<file path="src/rtl/lsu_axi_master.sv">
// ---------------------------------------------------------------------------
// lsu_axi_master
//   AXI-lite master for the load/store unit. Converts one core load or store
//   into an AR/R or AW/W/B transaction, places store data on the correct byte
//   lanes with a matching wstrb, and aligns plus sign/zero-extends load data.
//   Only one transaction is in flight; the core is back-pressured through
//   req_ready, which is high only in IDLE.
//
// Ports
//   clk, rst_n            clock, asynchronous active-low reset
//   req_*                 core request (valid/ready, we, addr, wdata, size,
//                         unsigned)
//   resp_*                core response (valid/ready, rdata, err)
//   ar*/r*                AXI-lite read address / read data channels
//   aw*/w*/b*             AXI-lite write address / write data / response
//
// Parameters
//   CHECK_ALIGN           1: misaligned access answers resp_err with no AXI
//                         traffic; 0: no alignment check
// ---------------------------------------------------------------------------
module lsu_axi_master #(
   parameter bit CHECK_ALIGN = 1'b1
) (
   input  logic        clk,
   input  logic        rst_n,
   // core request
   input  logic        req_valid,
   output logic        req_ready,
   input  logic        req_we,
   input  logic [31:0] req_addr,
   input  logic [31:0] req_wdata,
   input  logic [1:0]  req_size,
   input  logic        req_unsigned,
   // core response
   output logic        resp_valid,
   input  logic        resp_ready,
   output logic [31:0] resp_rdata,
   output logic        resp_err,
   // AXI-lite read
   output logic [31:0] araddr,
   output logic        arvalid,
   input  logic        arready,
   input  logic [31:0] rdata,
   input  logic [1:0]  rresp,
   input  logic        rvalid,
   output logic        rready,
   // AXI-lite write
   output logic [31:0] awaddr,
   output logic        awvalid,
   input  logic        awready,
   output logic [31:0] wdata,
   output logic [3:0]  wstrb,
   output logic        wvalid,
   input  logic        wready,
   input  logic [1:0]  bresp,
   input  logic        bvalid,
   output logic        bready
);

   typedef enum logic [1:0] {
      S_IDLE = 2'd0,
      S_RD   = 2'd1,
      S_WR   = 2'd2,
      S_RESP = 2'd3
   } state_t;

   state_t      r_state;
   logic [1:0]  r_off;
   logic [1:0]  r_size;
   logic        r_unsigned;
   logic [31:0] r_addr;
   logic [31:0] r_wdata;
   logic [3:0]  r_wstrb;
   logic        r_req_ready;
   logic        r_arvalid;
   logic        r_rready;
   logic        r_awvalid;
   logic        r_wvalid;
   logic        r_bready;
   logic        r_ar_done;
   logic        r_aw_done;
   logic        r_w_done;
   logic        r_b_done;
   logic [1:0]  r_bresp;
   logic        r_resp_valid;
   logic [31:0] r_resp_rdata;
   logic        r_resp_err;

   // ---------------- request decode (used only in IDLE) ----------------
   logic [1:0]  w_off;
   logic        w_misaligned;
   logic [3:0]  w_strb_base;
   logic [3:0]  w_strb;
   logic [31:0] w_wdata;

   assign w_off = req_addr[1:0];

   // Size 3 is reserved and behaves like a word, hence req_size[1].
   assign w_misaligned = CHECK_ALIGN &&
                         (((req_size == 2'd1) && w_off[0]) ||
                          (req_size[1] && (w_off != 2'd0)));

   // NOTE: every signal written in always_comb gets a default first, so no
   // path through the block leaves it unassigned and no latch is inferred.
   always_comb begin
      w_strb_base = 4'b1111;
      case (req_size)
         2'd0:    w_strb_base = 4'b0001;
         2'd1:    w_strb_base = 4'b0011;
         default: w_strb_base = 4'b1111;
      endcase
   end

   assign w_strb  = w_strb_base << w_off;
   assign w_wdata = req_wdata << {w_off, 3'b000};

   // ---------------- read path ----------------
   logic        w_ar_hs;
   logic        w_r_hs;
   logic [31:0] w_sh;
   logic [31:0] w_load_data;

   assign w_ar_hs = r_arvalid & arready;
   // An R beat in the same cycle as the AR handshake is accepted.
   assign w_r_hs  = rvalid & r_rready & (r_ar_done | w_ar_hs);
   assign w_sh    = rdata >> {r_off, 3'b000};

   always_comb begin
      w_load_data = w_sh;
      case (r_size)
         2'd0:    w_load_data = {{24{~r_unsigned & w_sh[7]}},  w_sh[7:0]};
         2'd1:    w_load_data = {{16{~r_unsigned & w_sh[15]}}, w_sh[15:0]};
         default: w_load_data = w_sh;
      endcase
   end

   // ---------------- write path ----------------
   logic       w_b_hs;
   logic       w_aw_done;
   logic       w_w_done;
   logic       w_b_done;
   logic [1:0] w_bresp;

   assign w_b_hs    = bvalid & r_bready;
   assign w_aw_done = r_aw_done | (r_awvalid & awready);
   assign w_w_done  = r_w_done  | (r_wvalid  & wready);
   assign w_b_done  = r_b_done  | w_b_hs;
   assign w_bresp   = w_b_hs ? bresp : r_bresp;

   // ---------------- FSM with registered outputs ----------------
   // NOTE: sequential state uses non-blocking assignments so every register
   // samples the pre-edge values, independent of statement order.
   always_ff @(posedge clk or negedge rst_n) begin
      if (!rst_n) begin
         r_state      <= S_IDLE;
         r_off        <= 2'd0;
         r_size       <= 2'd0;
         r_unsigned   <= 1'b0;
         r_addr       <= 32'd0;
         r_wdata      <= 32'd0;
         r_wstrb      <= 4'd0;
         r_req_ready  <= 1'b1;
         r_arvalid    <= 1'b0;
         r_rready     <= 1'b0;
         r_awvalid    <= 1'b0;
         r_wvalid     <= 1'b0;
         r_bready     <= 1'b0;
         r_ar_done    <= 1'b0;
         r_aw_done    <= 1'b0;
         r_w_done     <= 1'b0;
         r_b_done     <= 1'b0;
         r_bresp      <= 2'd0;
         r_resp_valid <= 1'b0;
         r_resp_rdata <= 32'd0;
         r_resp_err   <= 1'b0;
      end else begin
         case (r_state)
            S_IDLE: begin
               if (req_valid) begin
                  r_req_ready <= 1'b0;
                  r_off       <= w_off;
                  r_size      <= req_size;
                  r_unsigned  <= req_unsigned;
                  r_addr      <= {req_addr[31:2], 2'b00};
                  r_wdata     <= w_wdata;
                  r_wstrb     <= w_strb;
                  r_ar_done   <= 1'b0;
                  r_aw_done   <= 1'b0;
                  r_w_done    <= 1'b0;
                  r_b_done    <= 1'b0;
                  r_bresp     <= 2'd0;
                  if (w_misaligned) begin
                     r_state      <= S_RESP;
                     r_resp_valid <= 1'b1;
                     r_resp_rdata <= 32'd0;
                     r_resp_err   <= 1'b1;
                  end else if (req_we) begin
                     r_state   <= S_WR;
                     r_awvalid <= 1'b1;
                     r_wvalid  <= 1'b1;
                     r_bready  <= 1'b1;
                  end else begin
                     r_state   <= S_RD;
                     r_arvalid <= 1'b1;
                     r_rready  <= 1'b1;
                  end
               end
            end

            S_RD: begin
               if (w_ar_hs) begin
                  r_arvalid <= 1'b0;
                  r_ar_done <= 1'b1;
               end
               if (w_r_hs) begin
                  r_arvalid    <= 1'b0;
                  r_rready     <= 1'b0;
                  r_resp_valid <= 1'b1;
                  r_resp_rdata <= w_load_data;
                  r_resp_err   <= |rresp;
                  r_state      <= S_RESP;
               end
            end

            S_WR: begin
               if (r_awvalid && awready) r_awvalid <= 1'b0;
               if (r_wvalid && wready)   r_wvalid  <= 1'b0;
               r_aw_done <= w_aw_done;
               r_w_done  <= w_w_done;
               r_b_done  <= w_b_done;
               r_bresp   <= w_bresp;
               if (w_aw_done && w_w_done && w_b_done) begin
                  r_bready     <= 1'b0;
                  r_resp_valid <= 1'b1;
                  r_resp_rdata <= 32'd0;
                  r_resp_err   <= |w_bresp;
                  r_state      <= S_RESP;
               end
            end

            S_RESP: begin
               if (resp_ready) begin
                  r_resp_valid <= 1'b0;
                  r_req_ready  <= 1'b1;
                  r_state      <= S_IDLE;
               end
            end

            default: r_state <= S_IDLE;
         endcase
      end
   end

   assign req_ready  = r_req_ready;
   assign resp_valid = r_resp_valid;
   assign resp_rdata = r_resp_rdata;
   assign resp_err   = r_resp_err;
   assign araddr     = r_addr;
   assign arvalid    = r_arvalid;
   assign rready     = r_rready;
   assign awaddr     = r_addr;
   assign awvalid    = r_awvalid;
   assign wdata      = r_wdata;
   assign wstrb      = r_wstrb;
   assign wvalid     = r_wvalid;
   assign bready     = r_bready;

endmodule
</file>
<file path="config.mk">
export PLATFORM = sky130hd
export DESIGN_NAME = lsu_axi_master
export DESIGN_NICKNAME = d
export VERILOG_FILES = /design/src/rtl/lsu_axi_master.sv
export SDC_FILE = /design/constraint.sdc
export NUM_CORES = 1
export LEC_CHECK = 0
export ABC_AREA = 1
export CAP_MARGIN = 20
export CORE_MARGIN = 5
export CORE_UTILIZATION = 35
export CTS_CLUSTER_SIZE = 16
export DETAILED_ROUTE_END_ITERATION = 10
export HOLD_SLACK_MARGIN = 0.08
export PLACE_DENSITY = 0.68
export SYNTH_ARGS = -nofsm -noshare
export SYNTH_HDL_FRONTEND = slang
export SYNTH_SLANG_ARGS = --single-unit
</file>
<file path="constraint.sdc">
create_clock -name clk -period 1.7 [get_ports clk]
set_input_delay 0.51 -clock clk [delete_from_list [all_inputs] [get_ports clk]]
set_output_delay 0.51 -clock clk [all_outputs]
set_load 0.1 [all_outputs]
</file>
==> results of run 1 <==
layer usage:
| layer | vias up | GRT usage |
|---|---|---|
| met5 | - | 0 |
| met4 | 0 | 0.0600 |
| met3 | 35 | 0.0773 |
| met2 | 265 | 0.354 |
| met1 | 3049 | 0.264 |
| li1 | 3097 | - |
metrics by stage:
stage                util  worst slack [ns]  hold WS [ns]  cell area [um2]  TNS, ns
floorplan               -            0.0308         0.214             6200        0
global placement    0.609            -0.353         0.472            10500   -20.65
detailed placement  0.609            -0.500         0.489            10500   -24.34
CTS                 0.640           0.00645         0.140            11000        0
global route        0.659            -0.144         0.154            11400    -3.24
finish              0.659           -0.0722         0.115            11400   -0.893
cell type report:
class / instances / area, um2 / share of cell area
Inverter: 32 / 120 / 0.0106
Tap cell: 225 / 282 / 0.0248
Clock buffer: 23 / 478 / 0.0421
Sequential cell: 119 / 3030 / 0.266
Multi-Input combinational cell: 573 / 2810 / 0.247
Timing Repair Buffer: 323 / 4590 / 0.404
Clock inverter: 9 / 52.6 / 0.00463
cells by family (layout without fill, tap and decap cells):
group,Yosys count,count (layout),synth area share
AND/OR/NAND/NOR,450,450,0.297
other,1,4,0.000610
flip-flops,119,119,0.485
multiplexers,6,6,0.00977
AO/OA/AOI/OAI,108,108,0.105
adder cells (fa/ha/maj),5,5,0.0102
buffers and inverters,109,387,0.0932
registers in the layout, indices dropped and copies added, names as in the netlist, 2 cells and up:
signal	count
araddr	30
r_bresp	2
r_state	2
r_off	2
r_size	2
resp_rdata	32
wstrb	4
wdata	32
repair_timing:
item	4_1_cts	5_1_grt
endpoints found under the setup margin	9	62
resized for setup	3	56
hold buffers	0	0
gates cloned	0	4
buffers inserted	0	5
pin swaps	0	26
cells in the final DEF (no fill, tap or decap), drive strengths merged:
cell and instances:
o221ai 8, nand3 64, nor2 30, clkinv 7, o21ai 45, inv 31, nand2 348, clkinvlp 3
a211oi 7, conb 4, nor3 1, a21oi 35, clkdlybuf4s50 110, clkbuf 26, dfstp 1, dfrtp 118
o31ai 1, nand4 4, buf 209, a32o 1, o21a 1, dlymetal6s2s 1, mux2i 6, or2 3
ha 5, a22o 1, o311ai 8, o211ai 1
worst max path at each step:
stage | to | depth (start not counted) | slack [ns] | start
floorplan | resp_rdata[19] | 8 | 0.03 | r_state[0]
finish | resp_rdata[29] | 9 | -0.07 | r_state[0]
detailed placement | wdata[22] | 5 | -0.50 | req_addr[1]
CTS | resp_rdata[24] | 9 | 0.006 | r_state[0]
global placement | wdata[23] | 5 | -0.35 | req_addr[1]
global route | resp_rdata[29] | 9 | -0.14 | r_state[0]
synthesized netlist by cell type, drive strengths merged, types with 3 or more instances:
cell type    n  share of area
a211oi       7         0.0085
a21oi       35          0.029
buf         57          0.061
clkbuf      20          0.012
dfrtp      118           0.48
ha           5          0.010
inv         31          0.019
mux2i        6         0.0098
nand2      348           0.21
nand3       64          0.055
nand4        4         0.0041
nor2        30          0.020
o21ai       45          0.038
o221ai       8          0.011
o311ai       8          0.011
or2          3         0.0031
critical path: cells and delay by family (launching register included):
family	cells	cell delay, ns
buffers and inverters	3	0.37
adders and majority gates	1	0.28
DFF	1	0.39
and+or+nand+nor	4	0.50
AOI/OAI and AO/OA	1	0.15
==> results_dict.tcl, run 1 <==
set metrics [dict create \
    drive_gt1_frac 0.314 \
    overflow 0 \
    top_level_ports 253 \
    drv_slew 0 \
    port_buffers 248 \
    die_area_um2 20300 \
    track_usage 0.214 \
    cp_max_fo 8 \
    path_class "register to register" \
    rrSetupSlack_ns -0.07 \
    grt_pass1_vias 6527 \
    via_count 6446 \
    cts_tree "yes" \
    setup-violations-final 31 \
    max_freq_mhz 564 \
    cp_slowest_cell "dfrtp_1" \
    hold_class "primary input to asynchronous set/reset pin" \
    timing.final.ws_setup_ns -0.0722 \
    synth.distinct_cells 37 \
    finalNetCount 1184 \
    grt_antenna_before_repair 0 \
    cp_cell_sequence "inv_2 > ha_4 > inv_2 > o21ai_2 > nand2_2 > nor2_4 > clkbuf_16 > nand3_2 > nand2_1" \
    num_rows 48 \
    r2r-end "resp_rdata[29]" \
    routed_via_density 4.94 \
    die_w_um 143 \
    fillers 1346 \
    dpl.hpwl_um 16100 \
    area_growth_syn_to_layout_pct 84.8 \
    drt_iter0_markers 328 \
    place.gp.congestion 0.897 \
    violations "negative setup slack" \
    rsz0062_at_grt "true" \
    synth_cells 798 \
    timing.final.crit_share 1.04 \
    fp.dieH_um 143 \
    syn-cell-area_um2 6150 \
    finalNonFillerCells 1304 \
    wl_met3_um 2180 \
    slew_headroom 0.626 \
    coreArea_um2 17200 \
    cts_made_buffers 17 \
    syn_avg_cell_area_um2 7.70 \
    clock_skew_ns 0.00592 \
    clk-insertion-delay-late_ns 0.41 \
    async_flop_share 1.00 \
    clk_pin_slew_worst_paths_ns 0.05 \
    ys_seq_area_frac 0.485 \
    wl_um 22100 \
    end_kind "register" \
    cts_root_buf "clkbuf_16" \
    ff2ff_path_depth 9 \
    finalHoldViolations 0 \
    run_status "finished, violations left" \
    min_period_ns 1.77 \
    top_layer_used "met4" \
    synth-edff-count 0 \
    placed_cells_incl_taps 1263 \
    grt_max_degree 76 \
    ant_nets 0 \
    grt_pass1_wl_um 34400 \
    cts_max_level 4 \
    ys_warn_count 0 \
    wl_met1_um 8560 \
    maxCapViolCount 0 \
    yosys_register_bits 119 \
    clk_path_buf_depth 2 \
    avgRoutedWirePerCell_um 17.0 \
    slowest_delay_ns 0.39 \
    cp_common_cell "inv_2" \
    worstPathArrival_ns 2.12 \
    diodes 0 \
    reg2reg_from "r_state[0]" \
    dr.pass1.iters 5 \
    ys.flop_type "dfrtp_1" \
    start_util 0.357 \
    cts.sinks 119 \
    wl_met2_um 10900 \
    cp_data_required_time_ns 2.04 \
    drc 0 \
    critPathLaunchType "register" \
    worst_pin_slew_ns 0.561 \
]
Power of run 1 is not shown: default switching activity piles up to over one toggle a cycle in this logic, so the estimate is an artifact.
==> run 2: changes to the inputs <==
Settings changed: CORE_MARGIN 5 to 1.5.
==> run 2 against run 1 <==
Net effect: the run now ends clean; global-route usage increased by 1.5 points; first-iteration DRC count is 22% higher; count of clock-buffer cells in the layout fell by 5; critical path type is now primary input to register; highest routed layer unchanged.
==> results_dict.tcl, run 2 (synthesis results as in run 1) <==
set metrics [dict create \
    cts_root_buf "clkbuf_16" \
    ant_nets 0 \
    reg2reg_from "r_state[0]" \
    cp_data_required_time_ns 2.05 \
    clk_path_buf_depth 2 \
    worstPathArrival_ns 2.01 \
    run_status "complete, no violations" \
    via_count 6373 \
    cts.sinks 119 \
    clk_pin_slew_worst_paths_ns 0.06 \
    rrSetupSlack_ns 0.04 \
    pre_cts_slack_ns -0.371 \
    dpl_cell_area_um2 10500 \
    grt_antenna_before_repair 1 \
    top_level_ports 253 \
    cts_made_buffers 17 \
    drv_slew 0 \
    dr.pass1.iters 5 \
    cts_tree "yes" \
    avgRoutedWirePerCell_um 16.4 \
    rsz0062_at_grt "true" \
    hold_class "primary input to asynchronous set/reset pin" \
    timing.final.crit_share 0.976 \
    critPathLaunchType "primary input" \
    grt_pass1_wl_um 32600 \
    drc 0 \
    cts_max_level 4 \
    die_area_um2 18400 \
    fp.dieH_um 136 \
    grt_max_degree 51 \
    coreArea_um2 17200 \
    end_kind "register" \
    finalNetCount 1179 \
    start_util 0.357 \
    area_growth_syn_to_layout_pct 84.4 \
    routed_via_density 4.90 \
    port_buffers 248 \
    maxCapViolCount 0 \
    dpl.hpwl_um 15500 \
    drive_gt1_frac 0.289 \
    cp_max_fo 16 \
    clk-insertion-delay-late_ns 0.41 \
    r2r-end "resp_rdata[31]" \
    min_period_ns 1.66 \
    ff2ff_path_depth 9 \
    fillers 1345 \
    hold_buffers 0 \
    wl_um 21300 \
    timing.final.ws_setup_ns 0.0400 \
    design_area_um2 11300 \
    path_class "primary input to register" \
    clock_skew_ns 0.00599 \
    die_w_um 136 \
    place.gp.congestion 0.876 \
    num_rows 48 \
    whs_ns 0.0856 \
    finalHoldViolations 0 \
    layout_commonest_cell "nand2_1" \
    layout_common_cells "nand2_1, buf_12, clkdlybuf4s50_1, dfrtp_1, nand3_1" \
    tns_ns 0 \
    setup-violations-final 0 \
    drt_iter0_markers 401 \
    track_usage 0.229 \
    max_freq_mhz 602 \
    grt_pass1_vias 6274 \
    overflow 0 \
]
[run 2: cell count changes in the layout (fill, tap and decap cells not counted), moves of 4 or more]
cell,previous run,this run
clkinv_4,0,5
clkinv_2,6,2
nand3_2,14,2
nand3_1,46,61
nand2_2,20,10
bufinv_16,0,4
buf_4,61,55
nand2_1,326,336
[run 2: stage by stage]
| stage | util | instances |
|---|---|---|
| 6_report | 0.658 | 1300 |
| 4_1_cts | 0.649 | 1292 |
| 2_1_floorplan | - | 801 |
| 5_1_grt | 0.657 | 1299 |
| 3_3_place_gp | 0.607 | 1256 |
| 3_5_place_dp | 0.607 | 1256 |
[run 2: metal layers]
| layer | GRT usage | wire [um] | vias to the layer above |
|---|---|---|---|
| met5 | 0 | 0 | - |
| met4 | 0.0705 | 328 | 0 |
| li1 | - | - | 3079 |
| met3 | 0.0767 | 1900 | 26 |
| met1 | 0.283 | 8480 | 2990 |
| met2 | 0.380 | 10600 | 278 |
[run 2: cell type report]
cell class / count / area [um2] / share of cell area
tap: 225 / 282 / 0.0248
multi-input combinational: 573 / 2680 / 0.236
clock inverter: 14 / 199 / 0.0176
antenna: 1 / 2.50 / 0.000221
clock buffer: 18 / 439 / 0.0388
sequential: 119 / 3030 / 0.267
timing repair buffer: 318 / 4590 / 0.405
inverter: 32 / 120 / 0.0106
[run 2: timing repair]
action,4_1_cts,5_1_grt
setup endpoints to repair,50,47
buffers inserted,3,5
pin swaps,1,5
hold endpoints to repair,0,0
cloned,1,2
gates resized for setup,7,20
[run 2: critical path, cell delays in order]
cell and delay (ns):
clkdlybuf4s50_1 0.57, nand2_1 0.12, nand3_2 0.13, nand2_2 0.07, nor2_4 0.16, bufbuf_16 0.31, nand2_1 0.06, nand2_1 0.07
[run 2: worst max path at each step]
| stage | from | to | slack (ns) | cells past startpoint |
|---|---|---|---|---|
| 2_1_floorplan | r_state[0] | resp_rdata[19] | 0.03 | 8 |
| 3_3_place_gp | req_size[1] | resp_rdata[22] | -0.31 | 7 |
| 3_5_place_dp | req_addr[0] | wdata[25] | -0.37 | 6 |
| 4_1_cts | req_addr[1] | wdata[16] | 0.006 | 5 |
| 5_1_grt | r_state[0] | resp_rdata[9] | -0.02 | 9 |
| 6_report | req_addr[1] | resp_rdata[5] | 0.04 | 8 |
Power of run 2 is left out for the same reason.
==> run 3: changes to the inputs <==
Settings changed: CORE_UTILIZATION 35 to 25, PLACE_DENSITY 0.68 to 0.51.
==> run 3 against run 2 <==
Net effect: worst hold slack lost 0.0025 ns; core utilization shrank 19 points; die area grew 39%; first-iteration DRC count fell by 5.0%; final cell count rose by 7.7%; critical path depth fell by 7; cell area increased by 0.83%; sequential share of layout area fell by 0.22 points; routed wire length is 4.3% higher; non-clock buffer count grew 2; fmax about the same; sequential cell count stayed put; highest routed layer unchanged.
==> results_dict.tcl, run 3 (synthesis results as in run 1) <==
set metrics [dict create \
    drt_iter0_markers 381 \
    start_util 0.254 \
    multi_input_area_um2 2650 \
    path_class "register to output pin" \
    crit_buf_inv 1 \
    crit_end "req_ready" \
    reg2reg_from "r_state[0]" \
    dpl.hpwl_um 16100 \
    hold_class "primary input to asynchronous set/reset pin" \
    area_growth_syn_to_layout_pct 85.9 \
    die_area_um2 25500 \
    coreArea_um2 24200 \
    seq_area_um2 3030 \
    use_met2 0.270 \
    setup-violations-final 0 \
    avgRoutedWirePerCell_um 15.9 \
    cts_root_buf "clkbuf_16" \
    tns_ns 0 \
    die_w_um 160 \
    clk_pin_slew_worst_paths_ns 0.06 \
    cts.sinks 119 \
    busiest_layer "met2" \
    top_level_ports 253 \
    num_rows 57 \
    ant_nets 0 \
    critPathLaunchType "register" \
    rsz0062_at_grt "true" \
    slowest_delay_ns 0.56 \
    worstPathArrival_ns 1.15 \
    overflow 0 \
    drc 0 \
    drv_slew 0 \
    met1_usage 0.218 \
    finalHoldViolations 0 \
    cts_tree "yes" \
    clock_skew_ns 0.00545 \
    cts_max_level 4 \
    critical_path.startpoint "req_ready" \
    drive_gt1_frac 0.281 \
    clk-insertion-delay-late_ns 0.42 \
    layout_commonest_cell "nand2_1" \
    min_period_ns 1.66 \
    dpl_cell_area_um2 10700 \
    diodes 0 \
    max_freq_mhz 602 \
    cp_data_required_time_ns 1.19 \
    finalNetCount 1181 \
    grt_antenna_before_repair 0 \
    dr.pass1.iters 6 \
    cts_made_buffers 17 \
    place.gp.congestion 0.867 \
    maxCapViolCount 0 \
    ff2ff_path_depth 10 \
    grt_pass1_wl_um 34400 \
    end_kind "output pin" \
    r2r-end "resp_rdata[30]" \
    utilization 0.471 \
    grt_max_degree 68 \
    critical_path_depth 1 \
    grt_use_met3 0.0727 \
    fp.dieH_um 160 \
    rrSetupSlack_ns 0.08 \
    port_buffers 248 \
    layout_common_cells "nand2_1, buf_12, clkdlybuf4s50_1, dfrtp_1, nand3_1" \
    cp_top_family "flip-flops" \
    fillers 2314 \
    design_area_um2 11400 \
    via_count 6222 \
    timing.final.crit_share 0.977 \
    cp_cell_sequence "buf_12" \
    run_status "complete, no violations" \
    cp_slowest_cell "dfstp_2" \
    grt_pass1_vias 6170 \
    cp_max_fo 2 \
    wl_um 22200 \
    track_usage 0.173 \
    clk_path_buf_depth 2 \
    routed_via_density 4.44 \
]
-- run 3: cell types whose count changed in the layout (fill, tap and decap cells not counted), moves of 3 or more --
cell / delta
clkdlybuf4s50_1: +3
buf_12: +6
buf_4: -3
nand2_1: +8
nand2_2: -6
dlymetal6s2s_1: -3
-- run 3: cell type report --
type / instances / share of cell area
inverter: 32 / 0.0105
clock buffer: 17 / 0.0372
timing repair buffer: 320 / 0.407
sequential: 119 / 0.265
tap: 324 / 0.0355
multi-input combinational: 573 / 0.232
clock inverter: 15 / 0.0136
-- run 3: routing by layer --
metal	vias up	wire [um]
li1	3088	-
met1	2871	9660
met2	245	10300
met3	18	2040
met4	0	235
met5	-	0
-- run 3: worst min-delay path by stage --
stage | start | endpoint | cells after the start
floorplan | rst_n | araddr[10] | 0
global route | rst_n | resp_rdata[13] | 2
CTS | rst_n | resp_rdata[9] | 2
finish | rst_n | resp_rdata[14] | 2
detailed placement | r_bresp[0] | r_bresp[0] | 2
global placement | r_bresp[0] | r_bresp[0] | 2
-- run 3: timing repair --
| action | in CTS | in global routing |
|---|---|---|
| resized for setup | 2 | 8 |
| hold endpoints to repair | 0 | 0 |
| buffers inserted | 0 | 2 |
| hold buffers | 0 | 0 |
| setup endpoints to repair | 13 | 65 |
| pin swaps | 0 | 1 |
| gates cloned | 0 | 3 |
-- run 3: stage by stage --
step	instances	setup slack [ns]	hold WS, ns
6_report	1400	0.0388	0.0831
3_3_place_gp	1363	-0.278	0.472
2_1_floorplan	801	0.0308	0.214
4_1_cts	1395	-0.00891	0.0909
5_1_grt	1400	-0.0162	0.0965
3_5_place_dp	1363	-0.298	0.483
Power of run 3 is left out for the same reason.
